`config.mk`:
```
export PLATFORM = sky130hd
export DESIGN_NAME = nixie_scan_ctrl
export DESIGN_NICKNAME = d
export VERILOG_FILES = /design/src/rtl/nixie_pkg.sv /design/src/rtl/nixie_hex_decode.sv /design/src/rtl/nixie_scan_ctrl.sv
export SDC_FILE = /design/constraint.sdc
export NUM_CORES = 1
export LEC_CHECK = 0
export BUFFER_PORTS_ARGS = -buffer_cell sky130_fd_sc_hd__buf_2
export CAP_MARGIN = 0
export CELL_PAD_IN_SITES_DETAIL_PLACEMENT = 0
export CELL_PAD_IN_SITES_GLOBAL_PLACEMENT = 1
export CORE_MARGIN = 2
export CORE_UTILIZATION = 44
export CTS_CLUSTER_DIAMETER = 50
export CTS_CLUSTER_SIZE = 25
export DETAILED_ROUTE_END_ITERATION = 8
export PLACE_DENSITY_LB_ADDON = 0.1
export SKIP_LAST_GASP = 1
export SYNTH_ARGS = -nofsm -noshare
export SYNTH_HDL_FRONTEND = slang
export SYNTH_SLANG_ARGS = --single-unit
```
`constraint.sdc`:
```
create_clock -name Sys_CLK -period 3.8 [get_ports Sys_CLK]
set_clock_uncertainty 0.05 [all_clocks]
set_input_delay 0.19 -clock Sys_CLK [delete_from_list [all_inputs] [get_ports Sys_CLK]]
set_output_delay 0.19 -clock Sys_CLK [all_outputs]
set_load 0.05 [all_outputs]
```
`src/rtl/nixie_pkg.sv`:
```
// -----------------------------------------------------------------------------
// nixie_pkg
// Shared definitions for the multiplexed 7-segment scan controller:
//   - scan_state_t : scan FSM states (IDLE, BLANK, DRIVE)
//   - SEG_0..SEG_F : active-high segment codes {a,b,c,d,e,f,g,dp}, dp = 0
//   - presc_width(): prescaler counter width for a given slot length
// -----------------------------------------------------------------------------
package nixie_pkg;

    typedef enum logic [1:0] {
        IDLE  = 2'd0,
        BLANK = 2'd1,
        DRIVE = 2'd2
    } scan_state_t;

    localparam logic [7:0] SEG_0 = 8'hFC;
    localparam logic [7:0] SEG_1 = 8'h60;
    localparam logic [7:0] SEG_2 = 8'hDA;
    localparam logic [7:0] SEG_3 = 8'hF2;
    localparam logic [7:0] SEG_4 = 8'h66;
    localparam logic [7:0] SEG_5 = 8'hB6;
    localparam logic [7:0] SEG_6 = 8'hBE;
    localparam logic [7:0] SEG_7 = 8'hE0;
    localparam logic [7:0] SEG_8 = 8'hFE;
    localparam logic [7:0] SEG_9 = 8'hF6;
    localparam logic [7:0] SEG_A = 8'hEE;
    localparam logic [7:0] SEG_B = 8'h3E;
    localparam logic [7:0] SEG_C = 8'h9C;
    localparam logic [7:0] SEG_D = 8'h7A;
    localparam logic [7:0] SEG_E = 8'h9E;
    localparam logic [7:0] SEG_F = 8'h8E;

    // Width of a counter that holds 0..clk_div-1.
    function automatic int presc_width(input int clk_div);
        return (clk_div > 1) ? $clog2(clk_div) : 1;
    endfunction

endpackage

```
`src/rtl/nixie_hex_decode.sv`:
```
// -----------------------------------------------------------------------------
// nixie_hex_decode
// Combinational hex nibble to 7-segment code (active-high, dp always 0).
// Ports:
//   nibble : input  [3:0] hex value
//   seg    : output [7:0] {a,b,c,d,e,f,g,dp}
// -----------------------------------------------------------------------------
module nixie_hex_decode
    import nixie_pkg::*;
(
    input  logic [3:0] nibble,
    output logic [7:0] seg
);

    always_comb begin
        // NOTE: every always_comb output gets a default first so no path can
        // leave it unassigned and infer a latch.
        seg = SEG_0;
        case (nibble)
            4'h0:    seg = SEG_0;
            4'h1:    seg = SEG_1;
            4'h2:    seg = SEG_2;
            4'h3:    seg = SEG_3;
            4'h4:    seg = SEG_4;
            4'h5:    seg = SEG_5;
            4'h6:    seg = SEG_6;
            4'h7:    seg = SEG_7;
            4'h8:    seg = SEG_8;
            4'h9:    seg = SEG_9;
            4'hA:    seg = SEG_A;
            4'hB:    seg = SEG_B;
            4'hC:    seg = SEG_C;
            4'hD:    seg = SEG_D;
            4'hE:    seg = SEG_E;
            default: seg = SEG_F;
        endcase
    end

endmodule

```
`src/rtl/nixie_scan_ctrl.sv`:
```
// -----------------------------------------------------------------------------
// nixie_scan_ctrl
// Scan scheduler and source arbiter for a multiplexed 7-segment display.
// Each digit slot is CLK_DIV cycles: BLANK_CYC cycles with COM all-off
// (anti-ghosting, SEG already settled), then COM drives the digit. The frame
// buffer and the Bg/Pri source choice are latched only at frame loads, so a
// frame never tears.
//
// Ports:
//   Sys_CLK     : system clock
//   Sys_RST     : asynchronous active-high reset
//   EN          : display enable (0 -> IDLE, outputs blank)
//   Bg_Data     : background nibbles, digit i = bits 4i+3:4i
//   Pri_Req     : priority requester wants the display (sampled at loads)
//   Pri_Data    : priority nibbles, same layout as Bg_Data
//   Pri_Grant   : current frame shows Pri_Data
//   COM         : one-hot active-high digit select
//   SEG         : {a,b,c,d,e,f,g,dp}, active-high
//   Frame_Start : one-cycle pulse on the cycle after a frame load
//
// Build option: define LEAD_ZERO_BLANK_EN to suppress leading-zero digits
// (digit i>0 whose nibble and all higher nibbles are 0 keeps COM off for its
// slot; slot timing is unchanged).
// -----------------------------------------------------------------------------
module nixie_scan_ctrl
    import nixie_pkg::*;
#(
    parameter int DIGITS    = 2,
    parameter int CLK_DIV   = 5000,
    parameter int BLANK_CYC = 16
)(
    input  logic                  Sys_CLK,
    input  logic                  Sys_RST,
    input  logic                  EN,
    input  logic [4*DIGITS-1:0]   Bg_Data,
    input  logic                  Pri_Req,
    input  logic [4*DIGITS-1:0]   Pri_Data,
    output logic                  Pri_Grant,
    output logic [DIGITS-1:0]     COM,
    output logic [7:0]            SEG,
    output logic                  Frame_Start
);

    localparam int PW = presc_width(CLK_DIV);
    localparam int DW = (DIGITS > 1) ? $clog2(DIGITS) : 1;

    localparam logic [PW-1:0] PRESC_LAST = PW'(CLK_DIV - 1);
    localparam logic [PW-1:0] BLANK_LAST = PW'(BLANK_CYC - 1);
    localparam logic [DW-1:0] DIGIT_LAST = DW'(DIGITS - 1);

    scan_state_t          state_q,  state_d;
    logic [PW-1:0]        presc_q,  presc_d;
    logic [DW-1:0]        digit_q,  digit_d;
    logic [4*DIGITS-1:0]  buf_q,    buf_d;
    logic [DIGITS-1:0]    com_q,    com_d;
    logic [7:0]           seg_q,    seg_d;
    logic                 grant_q,  grant_d;
    logic                 fs_q,     fs_d;

    logic [4*DIGITS-1:0]  load_src;
    logic                 slot_end;
    logic                 load_now;
    logic [DW-1:0]        digit_inc;
    logic [3:0]           dec_nibble;
    logic [7:0]           dec_seg;
    logic [DIGITS-1:0]    supp_q;

    assign load_src = Pri_Req ? Pri_Data : Bg_Data;
    assign slot_end = (presc_q == PRESC_LAST);

    // A frame load happens when the display starts from IDLE or when the last
    // digit's slot expires.
    assign load_now = EN && ((state_q == IDLE) ||
                             (state_q == DRIVE && slot_end && digit_q == DIGIT_LAST));

    assign digit_inc = (digit_q == DIGIT_LAST) ? '0 : digit_q + DW'(1);

    // Single decoder shared by both SEG update points: the first digit of a
    // freshly loaded frame, or the next digit of the current buffer.
    always_comb begin
        dec_nibble = load_src[3:0];
        if (!load_now) begin
            dec_nibble = buf_q[4*int'(digit_inc) +: 4];
        end
    end

    nixie_hex_decode u_hex_decode (
        .nibble (dec_nibble),
        .seg    (dec_seg)
    );

`ifdef LEAD_ZERO_BLANK_EN
    logic [DIGITS-1:0] supp_load;

    // Walk from the most significant digit down; a digit is suppressed while
    // every nibble from it upwards is zero. Digit 0 is never suppressed.
    always_comb begin
        logic all_zero;
        all_zero  = 1'b1;
        supp_load = '0;
        for (int i = DIGITS - 1; i > 0; i--) begin
            all_zero     = all_zero && (load_src[4*i +: 4] == 4'h0);
            supp_load[i] = all_zero;
        end
    end

    always_ff @(posedge Sys_CLK or posedge Sys_RST) begin
        if (Sys_RST) begin
            supp_q <= '0;
        end else if (load_now) begin
            supp_q <= supp_load;
        end
    end
`else
    assign supp_q = '0;
`endif

    // Next-state and next-output logic.
    always_comb begin
        state_d = state_q;
        presc_d = presc_q;
        digit_d = digit_q;
        buf_d   = buf_q;
        seg_d   = seg_q;
        grant_d = grant_q;
        fs_d    = 1'b0;
        com_d   = '0;

        if (!EN) begin
            state_d = IDLE;
            presc_d = '0;
            digit_d = '0;
            seg_d   = '0;
        end else if (load_now) begin
            state_d = BLANK;
            presc_d = '0;
            digit_d = '0;
            buf_d   = load_src;
            grant_d = Pri_Req;
            seg_d   = dec_seg;
            fs_d    = 1'b1;
        end else begin
            case (state_q)
                BLANK: begin
                    if (presc_q == BLANK_LAST) begin
                        state_d = DRIVE;
                    end
                    presc_d = presc_q + PW'(1);
                end
                DRIVE: begin
                    if (slot_end) begin
                        state_d = BLANK;
                        presc_d = '0;
                        digit_d = digit_inc;
                        seg_d   = dec_seg;
                    end else begin
                        presc_d = presc_q + PW'(1);
                    end
                end
                default: begin
                    state_d = IDLE;
                    presc_d = '0;
                end
            endcase
        end

        // COM is derived from the next state so it is registered like every
        // other output and can only ever select the one digit being driven.
        if (state_d == DRIVE && !supp_q[digit_d]) begin
            com_d = DIGITS'(1) << digit_d;
        end
    end

    always_ff @(posedge Sys_CLK or posedge Sys_RST) begin
        if (Sys_RST) begin
            state_q <= IDLE;
            presc_q <= '0;
            digit_q <= '0;
            buf_q   <= '0;
            com_q   <= '0;
            seg_q   <= '0;
            grant_q <= 1'b0;
            fs_q    <= 1'b0;
        end else begin
            // NOTE: state registers use non-blocking assignments so every
            // register samples the pre-edge values regardless of ordering.
            state_q <= state_d;
            presc_q <= presc_d;
            digit_q <= digit_d;
            buf_q   <= buf_d;
            com_q   <= com_d;
            seg_q   <= seg_d;
            grant_q <= grant_d;
            fs_q    <= fs_d;
        end
    end

    assign Pri_Grant   = grant_q;
    assign COM         = com_q;
    assign SEG         = seg_q;
    assign Frame_Start = fs_q;

endmodule
```
======== Yosys cells after proc, flatten, opt, wreduce, memory -nomap -nowiden ========
Memories as Yosys holds them, arrays and structs flattened.
Cells that the tools add are included.
word-level totals
  register bits after elaboration ......... 36
  memory bits (read-only) ................. 112
  bits of input ports ..................... 20
  output and inout port bits .............. 12
  word-level logic and storage cells ...... 54
  memories ................................ 1
operators by class
  add/sub/neg operators ................... 2
  magnitude comparators ................... 1
  equal/unequal tests ..................... 7
  shifts and indexed selects .............. 2
  multiplexer cells ....................... 24
  reduce and logical (&&, ||, !) cells .... 9
memory list
  memory           words  bits a word  read ports  clocked after Yosys merged registers in  wr ports  line                    RTL
  (no name shown)  16     7            1           0                                        0         nixie_hex_decode.sv:19  case (nibble)
operators with widths
  cell                     count
  $mux W8                  5
  $mux W13                 3
  $pmux W13 S2             1
  $add A13 B1 Y13 const B  1
  $eq A13 B13 Y1 const B   1
  $eq A13 B4 Y1 const B    1
  $mux W2                  5
  $mux W1                  8
  $shiftx A8 B4 Y4         1
  $ne A3 B1 Y1 const B     2
  $eq A2 B2 Y1 const B     2
  $logic_and A1 B1 Y1      4
  $mux W4                  1
  $pmux W2 S2              1
  $reduce_and A2 Y1        2
  $eq A2 B1 Y1 const B     1
  $logic_not A2 Y1         1
  $lt A1 B2 Y1 const B     1
  $shl A1 B1 Y2 const A    1
  $add A1 B1 Y1 const B    1
  $logic_not A1 Y1         1
  $logic_or A1 B1 Y1       1

======== Longest topological paths before layout ========
Gate-level depths: netlist of the first run.
  word-level depth ........................ 12
  depth in mapped cells ................... 13
  gate-level depth less buffers ........... 13

======== Cells and area by module ========
Synthesis of the first run repeated with hierarchy kept, for this count alone.
unflattened totals
  cell total of the unflattened synthesis .. 221
  area total of the unflattened synthesis .. 2155.8 um^2
by module, submodules not included
  module            times used  cells an instance  area an instance (um^2)  seq. area each (um^2)
  nixie_scan_ctrl   1           186                1856.8                   900.9
  nixie_hex_decode  1           35                 299.0                    0.0

======== Worst setup path before layout of the first run ========
Ideal clock, no wire load.
  path kind ............................... register -> register
  start point ............................. reg presc_q[11]
  end point ............................... reg seg_q[5], in the netlist SEG[5]
  setup time .............................. 0.122 ns
  arrival time ............................ 2.688 ns
  required time ........................... 3.628 ns
  path slack .............................. 0.940 ns
  stages on the path, launching flop included .. 11
  path buffers ............................ 1
  period minus slack after synthesis ...... 2.860 ns
  path through ............................ dfrtp_1 or3_1 buf_2 nor4_4 o21ai_4 nor2_1 a21o_1 inv_1 ha_1 or3_1 a32o_1
between the ends
  word-level cells in the longest chain between the ends .. 11
  elaborated cells on any way between the ends .. 14
  those cells by class .................... eq/ne (3); mux (5); reduce/logical (5); memory (1)
RTL lines
  what                               line                    RTL
  from (decl)                        nixie_scan_ctrl.sv:52   logic [PW-1:0] presc_q, presc_d;
  from (signal assigned)             nixie_scan_ctrl.sv:188  presc_q <= presc_d;
  $eq A13 B13 Y1 *                   nixie_scan_ctrl.sv:69   assign slot_end = (presc_q == PRESC_LAST);
  $logic_and A1 B1 Y1 (2 in series)  nixie_scan_ctrl.sv:74   (state_q == DRIVE && slot_end && digit_q == DIGIT_LAST));
  $logic_or A1 B1 Y1                 nixie_scan_ctrl.sv:73   assign load_now = EN && ((state_q == IDLE) ||
  $logic_and A1 B1 Y1                nixie_scan_ctrl.sv:73
  $mux W4                            nixie_scan_ctrl.sv:82   if (!load_now) begin
  $mem_v2 Z16 W7                     -
  $mux W8                            nixie_scan_ctrl.sv:151  if (slot_end) begin
  $mux W8                            nixie_scan_ctrl.sv:143  case (state_q)
  $mux W8                            nixie_scan_ctrl.sv:134  end else if (load_now) begin
  $mux W8                            nixie_scan_ctrl.sv:129  if (!EN) begin
  to (signal assigned)               nixie_scan_ctrl.sv:192  seg_q <= seg_d;
  to (decl)                          nixie_scan_ctrl.sv:56   logic [7:0] seg_q, seg_d;
Every way passes the cells marked *; elsewhere a longest branch is shown, timed or not. The select of a mux whose other input is x is not followed.
A chain may end at the register's enable or synchronous reset.

======== Worst setup path in the final report of the first run ========
  start point ............................. reg state_q[0]
  end point ............................... reg seg_q[4], in the netlist SEG[4]
between the ends
  word-level cells in the longest chain between the ends .. 11
  elaborated cells on any way between the ends .. 15
  those cells by class .................... eq/ne (3); mux (5); reduce/logical (6); memory (1)
RTL lines
  what                               line                                           RTL
  from (decl)                        nixie_scan_ctrl.sv:51                          scan_state_t state_q, state_d;
  from (signal assigned)             nixie_scan_ctrl.sv:187                         state_q <= state_d;
  $eq A2 B2 Y1                       nixie_scan_ctrl.sv:74, nixie_scan_ctrl.sv:143
  $logic_and A1 B1 Y1 (2 in series)  nixie_scan_ctrl.sv:74
  $logic_or A1 B1 Y1                 nixie_scan_ctrl.sv:73
  $logic_and A1 B1 Y1                nixie_scan_ctrl.sv:73
  $mux W4                            nixie_scan_ctrl.sv:82
  $mem_v2 Z16 W7                     -
  $mux W8                            nixie_scan_ctrl.sv:151
  $mux W8                            nixie_scan_ctrl.sv:143
  $mux W8                            nixie_scan_ctrl.sv:134
  $mux W8                            nixie_scan_ctrl.sv:129
Parallel ways exist; a longest one is shown, timed or not. The select of a mux whose other input is x is not followed.

==> results.py, run 1 <==
metrics = {
    "yosys": {
        "ys_ff_latch": 35,
        "avgSynthCellArea_um2": 9.19,
        "ys_async_sr_fraction_pct": 100,
        "syn_area_um2": 2260,
        "synth.distinct_cells": 54,
        "yosys_warnings": 0,
        "synthesis.nets": 276,
        "synth_edf_count": 0,
        "ys.flop_type": "dfrtp_1",
        "ys_seq_area_share_pct": 38.7,
        "synthCells": 246,
    },
    "clock_network": {
        "postCtsSetupBuffers": 0,
        "cts.repair.resized": 0,
        "ctsLongestPathBuffers": 2,
        "tritoncts": "done",
        "clkTransAtPathRegs_ns": 0.07,
        "htree_levels": 2,
        "clock-sinks": 35,
        "postCtsHoldBufs": 1,
        "clk_latency_ns": 0.28,
        "cts_inserted_buffers": 5,
        "root_buffer": "clkbuf_8",
    },
    "sta": {
        "fin_setup_tns_ns": 0,
        "relSlewSlack_pct": 54.0,
        "min_period_ns": 3.05,
        "fmax_mhz": 328,
        "setup_viol": 0,
        "slew_viol_final": 0,
        "worst_pin_slew_ns": 0.671,
        "hold_viol": 0,
        "fin_ws_ns": 0.748,
        "fin_crit_sh_pct": 80.3,
        "rsz0062_at_grt": "false",
    },
    "routing": {
        "postRouteAntennaNets": 0,
        "drc": 0,
        "viasPerCell": 5.31,
        "drtIter0Drc": 117,
        "dr.pass1.iters": 4,
        "wl_per_cell_um": 14.8,
        "num_vias": 1842,
        "routed_wl_mm": 5.13,
    },
    "pwr": {
        "powerDensity_nw_per_um2": 375,
        "p_leak_uw": 0.00116,
        "ir_worst_vdd_mv": 0.235,
    },
    "global_route": {
        "grt_pass1_vias": 1750,
        "grt_max_degree": 36,
        "grt_usage_pct": 19.8,
        "gr-total-overflow": 0,
        "antenna_found_initial": 0,
        "grt_pass1_wl_mm": 8.47,
    },
    "layout": {
        "fin_nets": 306,
        "area_growth_pct": 13.4,
        "nFillCells": 504,
        "diodes": 0,
        "stdcell_area_um2": 2560,
        "drive_gt1_share_pct": 19.5,
        "utilization_pct": 50.8,
    },
    "setup_path": {
        "crit_type": "register to register",
        "cp-start-kind": "register",
        "crit_path_max_fanout": 17,
        "end_kind": "register",
        "cp.arrival_ns": 3.20,
        "required_ns": 3.95,
    },
    "floorplan": {
        "dieArea_um2": 5730,
        "io_pins": 32,
        "die_y_um": 75.7,
        "coreArea_um2": 5040,
        "rows": 26,
        "die_w_um": 75.7,
        "start_util_pct": 44.8,
    },
    "placement": {
        "hpwl_mm": 3.87,
        "place.gp.congestion": 0.860,
        "io_buffers": 30,
        "postPlaceCellArea_um2": 2470,
        "dp_slack_ns": 0.753,
    },
    "outcome": {
        "status": "completed",
    },
    "job": {
        "drv_cap": 0,
    },
    "hold_path": {
        "min_path_type": "input port to register",
    },
}
==> worst max-delay path, cell delays in order (launching register included) <==
cell and delay, ns:
dfrtp_1 0.38, inv_1 0.10, ha_1 0.26, nand4bb_1 0.18
nor4_4 0.06, o21ai_4 0.41, mux2i_1 0.46, inv_1 0.15
ha_1 0.25, mux2i_1 0.14, o211ai_1 0.10, a221o_1 0.27
o211ai_1 0.15
==> placed cells by master, fill, tap and decap left out, types with 4 or more instances in the layout <==
master | netlist | final
a21oi_1 | 4 | 4
and3_1 | 7 | 7
buf_2 | 3 | 30
clkbuf_8 | 0 | 5
dfrtp_1 | 35 | 35
ha_1 | 10 | 10
inv_1 | 9 | 9
mux2_2 | 6 | 6
mux2i_1 | 12 | 12
nand2_1 | 24 | 24
nand3_1 | 11 | 11
nand4_1 | 5 | 5
nor2_1 | 26 | 26
nor3_1 | 6 | 6
nor4_1 | 4 | 4
o21ai_0 | 13 | 13
or3_1 | 4 | 4
xnor2_1 | 7 | 7
xor2_1 | 7 | 7
==> sequential cells by signal (all words and copies together), names as in the netlist <==
| register | cells |
|---|---|
| COM | 2 |
| Frame_Start | 1 |
| Pri_Grant | 1 |
| SEG | 7 |
| buf_q | 8 |
| digit_q | 1 |
| presc_q | 13 |
| state_q | 2 |
==> where the power goes <==
part	internal (µW)	switching, µW	total, µW	leakage, µW
clock network	129	129	258	0.0000422
registers	402	15.2	418	0.000460
logic	96.4	190	287	0.000656
==> path summary, 6_finish.rpt <==
check | startpoint | cells after the start | slack, ns | to
min reg2reg | presc_q[0]$_DFF_PP0_ | 1 | 0.41 | presc_q[0]$_DFF_PP0_
max in group asynchronous | Sys_RST | 4 | 2.90 | presc_q[10]$_DFF_PP0_
max reg2reg | state_q[0]$_DFF_PP0_ | 12 | 0.75 | SEG[4]$_DFFE_PP0P_
min in group asynchronous | Sys_RST | 4 | 0.49 | Pri_Grant$_DFFE_PP0P_
min | Bg_Data[6] | 3 | 0.15 | buf_q[6]$_DFFE_PP0P_
max | state_q[0]$_DFF_PP0_ | 12 | 0.75 | SEG[4]$_DFFE_PP0P_
==> logic make-up (layout without fill, tap and decap cells) <==
group,after synthesis,in the layout,share of synthesized area (%)
compound gates,46,46,15.3
buf+inv,21,52,3.82
fa+ha+maj,10,10,5.53
mux,18,18,8.30
other cells,1,1,0.166
flops,35,35,38.7
simple gates,101,101,22.7
xor+xnor,14,14,5.42
==> cell usage after synthesis, drive strengths merged, types with 7 or more instances <==
cell type,instances,area (µm²)
dfrtp,35,876
nor2,26,97.6
o21ai,15,86.3
xor2,7,61.3
mux2i,12,120
ha,10,125
inv,10,37.5
nand3,11,55.1
and3,7,43.8
nand2,25,96.4
xnor2,7,61.3
==> through the flow <==
stage               hold slack [ns]  cells  power, µW
floorplan                     0.294    246        641
global placement              0.264    338        713
detailed placement            0.268    338        712
CTS                           0.143    347        979
global route                  0.147    347       1030
finish                        0.145    347        962
==> cell type report <==
class / instances / area [µm²] / share of cell area, %
timing repair buffer: 34 / 183 / 7.13
clock inverter: 1 / 5.00 / 0.195
multi-input combinational: 190 / 1300 / 50.7
clock buffer: 7 / 76.3 / 2.98
tap: 70 / 87.6 / 3.42
sequential: 35 / 876 / 34.2
inverter: 10 / 37.5 / 1.46
==> layer usage <==
layer  share of wire, %  GRT usage [%]  vias up
li1                   -              -      940
met1                 47           26.8      853
met2                 48           31.3       40
met3                3.1           3.31        9
met4                2.0           8.58        0
met5                  0              0        -
Note: power is estimated with default switching activity, not from simulation.
==> run 2, diff against run 1 <==
==> constraint.sdc (replaced) <==
create_clock -name Sys_CLK -period 3.2 [get_ports Sys_CLK]
set_clock_uncertainty 0.05 [all_clocks]
set_input_delay 0.16 -clock Sys_CLK [delete_from_list [all_inputs] [get_ports Sys_CLK]]
set_output_delay 0.16 -clock Sys_CLK [all_outputs]
set_load 0.05 [all_outputs]
==> run 2 against run 1 <==
  * Maximum frequency up 4.8%
  * Global-route usage up 0.51 points
  * Critical path type unchanged
  * Setup slack got worse by 0.46 ns
  * Clock power grew 24%
  * Wire length increased by 2.6%
  * First-iteration DRC count rose by 12%
  * Combinational power is 20% higher
  * Highest routed layer unchanged
  * Register-to-register slack worse by 0.46 ns
  * Utilization rose by 0.60 points
  * Cell count rose by 0.86%
==> results.py, run 2 (same netlist as run 1, synthesis figures left out) <==
metrics = {
    "routing": {
        "viasPerCell": 5.46,
        "postRouteAntennaNets": 0,
        "routed_wl_mm": 5.26,
        "wl_per_cell_um": 15.0,
        "drtIter0Drc": 131,
        "drc": 0,
        "dr.pass1.iters": 4,
        "num_vias": 1911,
    },
    "placement": {
        "io_buffers": 30,
        "hpwl_mm": 4.03,
        "place.gp.congestion": 0.857,
        "post-place-cells": 341,
    },
    "sta": {
        "worst_pin_slew_ns": 0.603,
        "rsz0062_at_grt": "false",
        "setup_viol": 0,
        "fmax_mhz": 343,
        "fin_setup_tns_ns": 0,
        "relSlewSlack_pct": 58.6,
        "fin_crit_sh_pct": 91.0,
        "min_period_ns": 2.91,
        "hold_viol": 0,
        "slew_viol_final": 0,
    },
    "layout": {
        "max_flop_register": "presc_q",
        "finalNonFillerCells": 350,
        "fin_nets": 309,
        "largest_register_ffs": 13,
        "area_growth_pct": 14.7,
        "diodes": 0,
        "final_common_cell": "dfrtp_1",
        "drive_gt1_share_pct": 21.1,
        "final_cell_mix": "dfrtp_1 (35), buf_2 (30), nor2_1 (26)",
    },
    "global_route": {
        "top_usage_layer": "met2",
        "grt_max_degree": 36,
        "grtUsageMet3_pct": 3.84,
        "grt_usage_pct": 20.3,
        "gr-total-overflow": 0,
        "globalRouteMet2Util_pct": 33.1,
        "grt_pass1_vias": 1800,
        "antenna_found_initial": 0,
        "grt_pass1_wl_mm": 8.76,
        "met1_usage_pct": 27.1,
    },
    "setup_path": {
        "cp.arrival_ns": 3.07,
        "end_kind": "register",
        "r2r_cells": 10,
        "crit_start": "presc_q[0]$_DFF_PP0_",
        "crit_type": "register to register",
        "reg2reg_slack_ns": 0.29,
        "crit_path_max_fanout": 6,
        "required_ns": 3.36,
        "cp-start-kind": "register",
        "r2r-start": "presc_q[0]$_DFF_PP0_",
    },
    "floorplan": {
        "die_w_um": 75.7,
        "rows": 26,
        "dieArea_um2": 5730,
        "coreArea_um2": 5040,
        "start_util_pct": 44.8,
        "io_pins": 32,
        "die_y_um": 75.7,
    },
    "clock_network": {
        "tritoncts": "done",
        "clkTransAtPathRegs_ns": 0.08,
        "cts_inserted_buffers": 5,
        "ctsLongestPathBuffers": 2,
        "htree_levels": 2,
        "clock-sinks": 35,
        "root_buffer": "clkbuf_8",
        "clk_latency_ns": 0.28,
    },
    "outcome": {
        "status": "completed",
    },
    "pwr": {
        "powerDensity_nw_per_um2": 447,
        "ir_worst_vdd_mv": 0.271,
        "p_leak_uw": 0.00117,
        "total_power_uw": 1160,
    },
    "hold_path": {
        "hold_start": "Bg_Data[7]",
        "hold_depth": 3,
        "min_path_type": "input port to register",
    },
    "job": {
        "drv_cap": 0,
    },
}
## run 2: cell count changes in the layout (fill, tap and decap cells not counted), sizes merged
cell / change
clkinvlp: +2
clkbuf: -2
buf: +3
## run 2: final timing paths
path | endpoint
max in group asynchronous | state_q[1]$_DFF_PP0_
min in group asynchronous | Pri_Grant$_DFFE_PP0P_
hold / removal | buf_q[7]$_DFFE_PP0P_
setup / recovery | SEG[6]$_DFFE_PP0P_
hold reg to reg | presc_q[0]$_DFF_PP0_
setup reg to reg | SEG[6]$_DFFE_PP0P_
## run 2: final cells by class
type                       instances  area (µm²)
tap                               70        87.6
clock inverter                     3        20.0
multi-input combinational        190        1300
inverter                          10        37.5
timing repair buffer              37         205
sequential                        35         876
clock buffer                       5        68.8
fill                             495        2450
## run 2: metrics by stage
step	instance area, µm²	util (%)	hold WS, ns	setup slack (ns)
3_3_place_gp	2490	49.5	0.232	0.315
3_5_place_dp	2490	49.5	0.239	0.292
4_1_cts	2590	51.4	0.102	0.274
5_1_grt	2590	51.4	0.114	0.0190
6_report	2590	51.4	0.109	0.287
2_1_floorplan	2260	-	0.264	0.340
## run 2: layer usage
metal | part of all wire [%] | wire length [µm]
met1 | 46 | 2420
met2 | 49 | 2570
met3 | 3.3 | 172
met4 | 1.9 | 102
met5 | 0 | 0
## run 2: where the power goes
group / leakage (µW) / total, µW / internal [µW] / switching (µW)
Combinational: 0.000670 / 344 / 117 / 227
Sequential: 0.000460 / 495 / 477 / 18.0
Clock: 0.0000402 / 320 / 151 / 169
Total: 0.00117 / 1160 / 746 / 414
## run 2: worst max-delay path, cell delays in order, from the launching register on
cell	delay, ns
dfrtp_1	0.37
ha_1	0.20
nand4_1	0.24
nor4_4	0.41
o21ai_4	0.12
mux2i_1	0.39
ha_1	0.34
nor4_1	0.30
nor3_1	0.10
and3_1	0.18
o21ai_0	0.14
## run 2: what timing repair did
item,4_1_cts,5_1_grt
resized for setup,0,0
endpoints found under the hold margin,35,0
buffers inserted,0,0
hold buffers,1,0
==> run 3, diff against run 2 <==
--- a/config.mk
+++ b/config.mk
@@ -9,7 +9,6 @@
 export CAP_MARGIN = 0
 export CELL_PAD_IN_SITES_DETAIL_PLACEMENT = 0
 export CELL_PAD_IN_SITES_GLOBAL_PLACEMENT = 1
-export CORE_MARGIN = 2
 export CORE_UTILIZATION = 44
 export CTS_CLUSTER_DIAMETER = 50
 export CTS_CLUSTER_SIZE = 25
==> run 3 against run 2 <==
  * Power up 8.4%
  * Wire length down 2.6%
  * Largest cell class unchanged
  * Sequential power about the same
  * Largest power group unchanged
  * Die area down 5.2%
==> results.py, run 3 (same netlist as run 1, synthesis figures left out) <==
metrics = {
    "setup_path": {
        "worstPathCellList": "inv_1 > ha_1 > nand4bb_1 > nor4_4 > o21ai_4 > nor2_1 > a21o_1 > inv_1 > ha_1 > mux2i_1 > o211ai_1 > a221o_1 > o211ai_1",
        "cp-start-kind": "register",
        "end_kind": "register",
        "crit_path_max_fanout": 7,
        "cp.arrival_ns": 3.11,
        "crit_type": "register to register",
        "path_delay_family": "compound AO/OA/AOI/OAI gates",
        "crit_buf_inv": 2,
        "crit_path_top_delay_cell": "dfrtp_1",
        "critical-path-max-stage-delay_ns": 0.39,
        "required_ns": 3.35,
    },
    "global_route": {
        "grt_usage_pct": 21.0,
        "grt_pass1_wl_mm": 8.76,
        "grt_max_degree": 36,
        "antenna_found_initial": 0,
        "grt_pass1_vias": 1819,
        "gr-total-overflow": 0,
    },
    "placement": {
        "place.gp.congestion": 0.877,
        "postPlaceCellArea_um2": 2490,
        "hpwl_mm": 3.74,
        "io_buffers": 30,
    },
    "layout": {
        "max_flop_register": "presc_q",
        "largest_register_ffs": 13,
        "utilization_pct": 54.2,
        "stdcell_area_um2": 2630,
        "fin_nets": 310,
        "multiInputGateArea_um2": 1300,
        "area_growth_pct": 16.3,
        "drive_gt1_share_pct": 21.7,
        "final_common_cell": "dfrtp_1",
        "diodes": 0,
        "final_cell_mix": "dfrtp_1 (35), buf_2 (30), nor2_1 (26)",
        "seq_area_um2": 876,
        "nFillCells": 443,
    },
    "sta": {
        "setup_viol": 0,
        "holdWs_ns": 0.0974,
        "hold_viol": 0,
        "fmax_mhz": 338,
        "worst_pin_slew_ns": 0.622,
        "relSlewSlack_pct": 57.3,
        "fin_crit_sh_pct": 92.5,
        "slew_viol_final": 0,
        "fin_setup_tns_ns": 0,
        "rsz0062_at_grt": "false",
        "min_period_ns": 2.96,
    },
    "pwr": {
        "internal_power_uw": 832,
        "comb_power_share_pct": 27.7,
        "switching_share_pct": 33.9,
        "ir_worst_vdd_mv": 0.247,
        "clkPwrFrac_pct": 32.9,
        "powerDensity_nw_per_um2": 479,
        "power_frac_seq_pct": 39.4,
        "p_switching_uw": 427,
        "p_leak_uw": 0.00119,
    },
    "clock_network": {
        "clk_latency_ns": 0.29,
        "clock-sinks": 35,
        "clkTransAtPathRegs_ns": 0.08,
        "root_buffer": "clkbuf_8",
        "ctsLongestPathBuffers": 2,
        "tritoncts": "done",
        "cts_inserted_buffers": 5,
        "htree_levels": 2,
    },
    "routing": {
        "num_vias": 1907,
        "drc": 0,
        "routed_wl_mm": 5.12,
        "viasPerCell": 5.48,
        "drtIter0Drc": 146,
        "wl_per_cell_um": 14.7,
        "dr.pass1.iters": 4,
        "postRouteAntennaNets": 0,
    },
    "outcome": {
        "status": "completed",
    },
    "floorplan": {
        "coreArea_um2": 4850,
        "die_w_um": 73.7,
        "start_util_pct": 46.6,
        "dieArea_um2": 5430,
        "die_y_um": 73.7,
        "io_pins": 32,
        "rows": 25,
    },
    "hold_path": {
        "min_path_type": "input port to register",
    },
    "job": {
        "drv_cap": 0,
    },
}
## run 3: cell types whose count changed in the layout (fill, tap and decap cells not counted), sizes merged
cell / delta
clkinvlp: -2
buf: +1
bufinv: +1
inv: +1
## run 3: per-layer routing
| metal | GRT usage (%) | wire (µm) |
|---|---|---|
| met3 | 3.84 | 263 |
| met5 | 0 | 0 |
| met2 | 32.2 | 2270 |
| met4 | 5.77 | 62 |
| met1 | 30.3 | 2530 |
## run 3: cell type report
type	count	area share, %
multi-input combinational	190	49.5
sequential	35	33.3
timing repair buffer	38	8.09
tap	67	3.19
clock buffer	5	2.62
clock inverter	3	1.81
inverter	10	1.43
## run 3: power groups by stage
stage	logic, µW	clock network, µW	registers [µW]
2_1_floorplan	193	0	567
3_3_place_gp	344	0	504
3_5_place_dp	342	0	505
4_1_cts	344	427	496
5_1_grt	380	446	500
6_report	348	414	496
## run 3: worst reg2reg max path: cells and delay by family, from the launching register on
family | cells | cell delay (ns)
AND/OR/NAND/NOR | 3 | 0.61
AO/OA/AOI/OAI | 5 | 0.87
multiplexers | 1 | 0.17
flip-flops | 1 | 0.39
adder cells (fa/ha/maj) | 2 | 0.56
buffers and inverters | 2 | 0.22
## run 3: final timing paths
check	start	to	slack (ns)	cells after the start
min in group asynchronous	Sys_RST	SEG[6]$_DFFE_PP0P_	0.46	4
worst max register to register	state_q[0]$_DFF_PP0_	SEG[4]$_DFFE_PP0P_	0.24	13
worst min register to register	presc_q[0]$_DFF_PP0_	presc_q[0]$_DFF_PP0_	0.42	1
max in group asynchronous	Sys_RST	presc_q[4]$_DFF_PP0_	2.32	4
worst max-delay path	state_q[0]$_DFF_PP0_	SEG[4]$_DFFE_PP0P_	0.24	13
worst min-delay path	Bg_Data[6]	buf_q[6]$_DFFE_PP0P_	0.1	3
## run 3: metrics by stage
stage               power, µW  worst slack, ns  std cells
floorplan                 761            0.340        246
global placement          847            0.304        338
detailed placement        847            0.261        338
CTS                      1270            0.216        347
global route             1330          0.00909        348
finish                   1260            0.241        348
## run 3: repair_timing
action,4_1_cts,5_1_grt
buffers inserted,0,1
gates resized for setup,0,1
hold endpoints to repair,35,0
hold buffers,1,0
endpoints found under the setup margin,0,1
